==> config.mk <==
export PLATFORM = sky130hd
export DESIGN_NAME = cycle_sequencer
export DESIGN_NICKNAME = d
export VERILOG_FILES = /design/src/rtl/cycle_sequencer_pkg.sv /design/src/rtl/io_watchdog.sv /design/src/rtl/cycle_sequencer.sv
export SDC_FILE = /design/constraint.sdc
export NUM_CORES = 1
export LEC_CHECK = 0
export BUFFER_PORTS_ARGS = -buffer_cell sky130_fd_sc_hd__buf_2
export CORE_ASPECT_RATIO = 1.2
export CORE_MARGIN = 3
export CORE_UTILIZATION = 35
export DETAILED_ROUTE_END_ITERATION = 10
export GPL_TIMING_DRIVEN = 0
export PLACE_DENSITY = 0.69
export SLEW_MARGIN = 0
export SYNTH_ARGS = -nofsm -noshare
export SYNTH_HDL_FRONTEND = slang
export SYNTH_SLANG_ARGS = --single-unit
==> constraint.sdc <==
create_clock -name clk -period 2.32 [get_ports clk]
set_clock_uncertainty 0.05 [all_clocks]
set_input_delay 0.116 -clock clk [delete_from_list [all_inputs] [get_ports clk]]
set_output_delay 0.116 -clock clk [all_outputs]
set_load 0.005 [all_outputs]
==> src/rtl/cycle_sequencer_pkg.sv <==
// rtl/cycle_sequencer_pkg.sv - shared types and instruction-class decode for the Nandy sequencer
package cycle_sequencer_pkg;

    typedef enum logic [1:0] {
        ST_PH0 = 2'd0,
        ST_PH1 = 2'd1,
        ST_IOW = 2'd2
    } seq_state_t;

    typedef enum logic [1:0] {
        CLS_SIMPLE = 2'd0,
        CLS_MEM    = 2'd1,
        CLS_IO     = 2'd2
    } inst_class_t;

    localparam logic [7:0] RESET_INST = 8'h00;

    // Must stay bit-identical to the RD/WR and memory terms in control.
    function automatic inst_class_t inst_class(input logic [7:2] op);
        if (op[7]) begin
            return CLS_MEM;
        end else if ((op[6:4] == 3'b000) && (op[3] || op[2])) begin
            return CLS_IO;
        end else begin
            return CLS_SIMPLE;
        end
    endfunction

endpackage

==> src/rtl/io_watchdog.sv <==
// rtl/io_watchdog.sv - counts I/O wait cycles and flags when the io_req budget is spent
module io_watchdog #(
    parameter int IO_TIMEOUT = 15
) (
    input  logic clk,
    input  logic nrst,
    input  logic clear,
    input  logic enable,
    output logic expired
);

    localparam int CW  = $clog2(IO_TIMEOUT + 1);
    localparam int CW1 = CW + 1;

    logic [CW-1:0] count;

    always_ff @(posedge clk) begin
        if (!nrst) begin
            count <= '0;
        end else if (clear) begin
            count <= '0;
        end else if (enable && (count < CW'(IO_TIMEOUT))) begin
            count <= count + 1'b1;
        end
    end

    // The first io_req cycle happens in PH0 before the count starts, so the
    // budget is spent when (PH0 cycle + completed waits + this cycle) reaches the limit.
    assign expired = ({1'b0, count} + CW1'(2)) >= CW1'(IO_TIMEOUT);

endmodule

==> src/rtl/cycle_sequencer.sv <==
// rtl/cycle_sequencer.sv - instruction register, phase bit and completion control for the Nandy core
module cycle_sequencer
    import cycle_sequencer_pkg::*;
#(
    parameter int         IO_TIMEOUT = 15,
    parameter logic [7:0] IRQ_INST   = 8'h10
) (
    input  logic       clk,
    input  logic       nrst,
    input  logic [7:0] inst_in,
    input  logic       hold,
    input  logic       irq,
    input  logic       sei,
    input  logic       nCLI,
    input  logic       io_ack,
    output logic [7:0] inst,
    output logic       cycle,
    output logic       ncycle,
    output logic       pc_inc,
    output logic       io_req,
    output logic       io_err,
    output logic       ie
);

    seq_state_t  state;
    inst_class_t cls;
    logic        in_io;
    logic        wd_expired;
    logic        timeout;
    logic        done_raw;
    logic        complete;
    logic        take_irq;

    assign cls   = inst_class(inst[7:2]);
    assign in_io = (state == ST_IOW) || ((state == ST_PH0) && (cls == CLS_IO));

    io_watchdog #(
        .IO_TIMEOUT(IO_TIMEOUT)
    ) u_io_watchdog (
        .clk    (clk),
        .nrst   (nrst),
        .clear  (state != ST_IOW),
        .enable ((state == ST_IOW) && !hold),
        .expired(wd_expired)
    );

    // With a one-cycle budget the PH0 request cycle alone exhausts it.
    assign timeout = (state == ST_IOW) ? wd_expired : (IO_TIMEOUT == 1);

    always_comb begin
        done_raw = 1'b0;
        case (state)
            ST_PH0: begin
                case (cls)
                    CLS_MEM: done_raw = 1'b0;
                    CLS_IO:  done_raw = io_ack || timeout;
                    default: done_raw = 1'b1;
                endcase
            end
            ST_PH1:  done_raw = 1'b1;
            ST_IOW:  done_raw = io_ack || timeout;
            default: done_raw = 1'b0;
        endcase
        complete = done_raw && !hold;
        take_irq = complete && irq && ie;
    end

    assign pc_inc = complete && !take_irq;
    assign io_req = in_io;
    assign io_err = in_io && !hold && !io_ack && timeout;
    assign ncycle = ~cycle;

    always_ff @(posedge clk) begin
        if (!nrst) begin
            state <= ST_PH0;
            inst  <= RESET_INST;
            cycle <= 1'b0;
            ie    <= 1'b0;
        end else if (complete) begin
            state <= ST_PH0;
            cycle <= 1'b0;
            if (take_irq) begin
                inst <= IRQ_INST;
                ie   <= 1'b0;
            end else begin
                inst <= inst_in;
                if (!nCLI) begin
                    ie <= 1'b0;
                end else if (sei) begin
                    ie <= 1'b1;
                end
            end
        end else if (!hold) begin
            case (state)
                ST_PH0: begin
                    if (cls == CLS_MEM) begin
                        state <= ST_PH1;
                        cycle <= 1'b1;
                    end else if (cls == CLS_IO) begin
                        state <= ST_IOW;
                    end
                end
                default: state <= state;
            endcase
        end
    end

endmodule

==> qor.csv <==
stage,metric,value,unit
outcome,outcome,finished clean,
pwr,VDD IR-drop max,338.3,uV
worst_setup_path,"Arr. time, crit path",1.95,ns
floorplanning,Core ar.,0.002330,sq mm
placed_design,IO Port Bufs,27,
detailed_routing,DRT Pass-1 Iters,5,
cells_and_area,fill count,248,
sta,RSZ-0062 raised after global routing,no,
sta,maximum clock frequency,473.0,MHz
worst_setup_path,CP startpoint,u_io_watchdog.count[1],
synth,Yosys cell types,34,
global_route,number of antenna violations at the first check in global routing,0,
synth,syn_nets,120,
worst_setup_path,FF-to-FF End,ie,
pwr,overall power,0.6026,mW
worst_setup_path,Setup crit end kind,output port,
pwr,Psw,0.1583,mW
synth,Post-synth top flop,dfxtp_1,
pwr,Clock Power Share,29.4,%
synth,sequential fraction of the synthesis area,36.47,%
worst_setup_path,Worst R2R Path Depth,7,
global_route,vias in the first global route,637,
placed_design,HPWL after DPL,1506,um
sta,Final Setup Violations,0,
global_route,largest net degree at the start of global routing,11,
sta,WHS,0.03477,ns
synth,Syn. warnings,0,
clock_network,number of buffers created by CTS,3,
flow_run,Max-Cap Viols,0,
worst_setup_path,r2r startpoint,u_io_watchdog.count[1],
clock_network,# Post-CTS Setup Buffers,0,
worst_setup_path,Worst setup SP type,flop,
sta,Slew @ Worst Pin,0.4316,ns
clock_network,TritonCTS clock tree,done,
worst_setup_path,Crit Path Class,reg2out,
clock_network,CTS resizes,0,
worst_setup_path,"setup slack, reg-to-reg",0.35,ns
detailed_routing,via count,808,
sta,period utilization,91.13,%
floorplanning,Ports,29,
floorplanning,die area,0.003149,sq mm
clock_network,Root Buffer Master,clkbuf_4,
min_path,Hold Startpoint,inst_in[3],
worst_setup_path,critical path required time,2.15,ns
cells_and_area,ratio of cells with drive above 1 in the final layout,31.06,%
global_route,Global Route Usage Sum,11.84,%
sta,final-report hold violation count,0,
sta,setup ws final,0.2057,ns
placed_design,dpl cells,159,
min_path,HP Class,in2reg,
placed_design,global placement routability congestion,0.7407,
synth,Async SR Flop Fraction,0,%
clock_network,CTS sink count,16,
global_route,first-pass GRT wire length,2780,um
pwr,Logic pwr share,19.9,%
sta,slew margin rel.,71.23,%
clock_network,Worst-path clk slew,0.09,ns
synth,Cells after Synth,101,
detailed_routing,Avg WL per Cell,11.48,um
detailed_routing,final WL,1871,um
clock_network,H-tree levels,1,
pwr,Switching Share,26.27,%
global_route,GRT Residual Overflow,0,
detailed_routing,vias per cell,4.957,
pwr,sequential power share,50.7,%
worst_setup_path,critical path endpoint,pc_inc,
sta,post-layout minimum cycle time,2.114,ns
sta,fin. max-slew vios,0,
floorplanning,num rows,19,
detailed_routing,Final ANT Viol Nets,0,
cells_and_area,antenna cells,0,
synth,Syn Area/Cell,8.696,sq um
pwr,pwr/cell area,549.8,mW/mm^2
placed_design,pre-CTS setup slack,0.3861,ns
floorplanning,die height,60.88,um
pwr,Pint,0.4443,mW
pwr,P_leak,0.5063,nW
detailed_routing,drt drc,0,
synth,"EDFF count, synth",0,
cells_and_area,area grow syn2layout,24.79,%
sta,setup TNS,0,ns
floorplanning,Chip Width,51.73,um
worst_setup_path,crit path max fanout,9,
cells_and_area,Non-Filler Instances,163,
synth,#FFs+latches synth,16,
cells_and_area,Nets,152,
detailed_routing,Initial DRC Count,26,
clock_network,worst skew pair latency,0.28,ns
floorplanning,Initial Util,37.70,%
clock_network,CTS max path bufs,2,
clock_network,Post-CTS Hold Fix Bufs,0,
synth,netlist area before placement,878.3,sq um
## registers in the layout, summed over array words and instances (netlist names)
| name | count |
|---|---|
| cycle | 1 |
| ie | 1 |
| inst | 8 |
| u_io_watchdog.count | 4 |
| state | 2 |
## per-stage QoR
step / util [%] / cell area, sq um
after floorplan: - / 878.3
after global placement: 45.17 / 1052
after detailed placement: 45.17 / 1052
after CTS: 46.72 / 1089
after global routing: 47.05 / 1096
final: 47.05 / 1096
## layer usage
layer | vias up | wire, um | GRT usage (%)
met3 | 2 | 128 | 3.194
li1 | 410 | - | -
met5 | - | 0 | 0
met4 | 0 | 26 | 6.742
met1 | 367 | 809 | 14.54
met2 | 29 | 906 | 18.73
## worst max-delay path, cell delays in order (launching register included)
cell	delay [ns]
dfxtp_1	0.40
inv_1	0.09
ha_1	0.28
nand2b_1	0.15
a22oi_2	0.23
o21ai_4	0.12
nand2_4	0.16
and2_1	0.14
buf_2	0.10
## placed cells by master (no fill, tap or decap), types with 2 or more instances in the layout
master    count
mux2i_1       7
clkbuf_1      2
ha_1          4
inv_1         8
nor2_1       12
xor2_1        2
clkbuf_4      3
nand2_1      12
a21oi_1       2
nand3_1       9
nand2b_1      3
and2_1        2
buf_2        27
dfxtp_1      16
## Yosys cell counts (2+ instances only)
cell	instances	area [sq um]
clkbuf_1	2	7.510
nor2_1	12	45.04
inv_1	8	30.03
a21oi_1	2	10.01
nand2_1	12	45.04
nand3_1	9	45.04
nand2b_1	3	18.77
and2_1	2	12.51
dfxtp_1	16	320.3
mux2i_1	7	70.07
xor2_1	2	17.52
ha_1	4	50.05
## area by class of cell
cell class	instances	area [sq um]	share of cell area, %
well taps	31	38.79	3.539
clock buffers	4	36.28	3.311
plain buffers	2	7.507	0.6849
multi-input cells	75	528.0	48.17
inverters	8	30.03	2.740
flip-flops and latches	16	320.3	29.22
repair buffers	27	135.1	12.33
## power groups by stage
stage	registers, mW	clock network, mW	logic [mW]
global route	0.308	0.198	0.132
CTS	0.306	0.188	0.121
global placement	0.311	0	0.118
finish	0.306	0.177	0.120
floorplan	0.311	0	0.0744
detailed placement	0.312	0	0.121
## how the worst min path moves through the flow
stage / slack, ns / to / cells after the start
after floorplan: 0.21 / io_err / 1
after global placement: 0.33 / inst[3] / 3
after detailed placement: 0.34 / ie / 3
after CTS: 0.03 / inst[3] / 3
after global routing: 0.03 / ie / 3
final: 0.03 / inst[3] / 3
## cells by family after synthesis
kind of cell	share of synthesized area, %
XOR/XNOR	2.992
multiplexers	7.978
flip-flops	36.47
AND/OR/NAND/NOR	25.78
buffers and inverters	4.274
adder cells (fa/ha/maj)	5.698
AO/OA/AOI/OAI	16.81
Power figures use the tool's default switching activity.
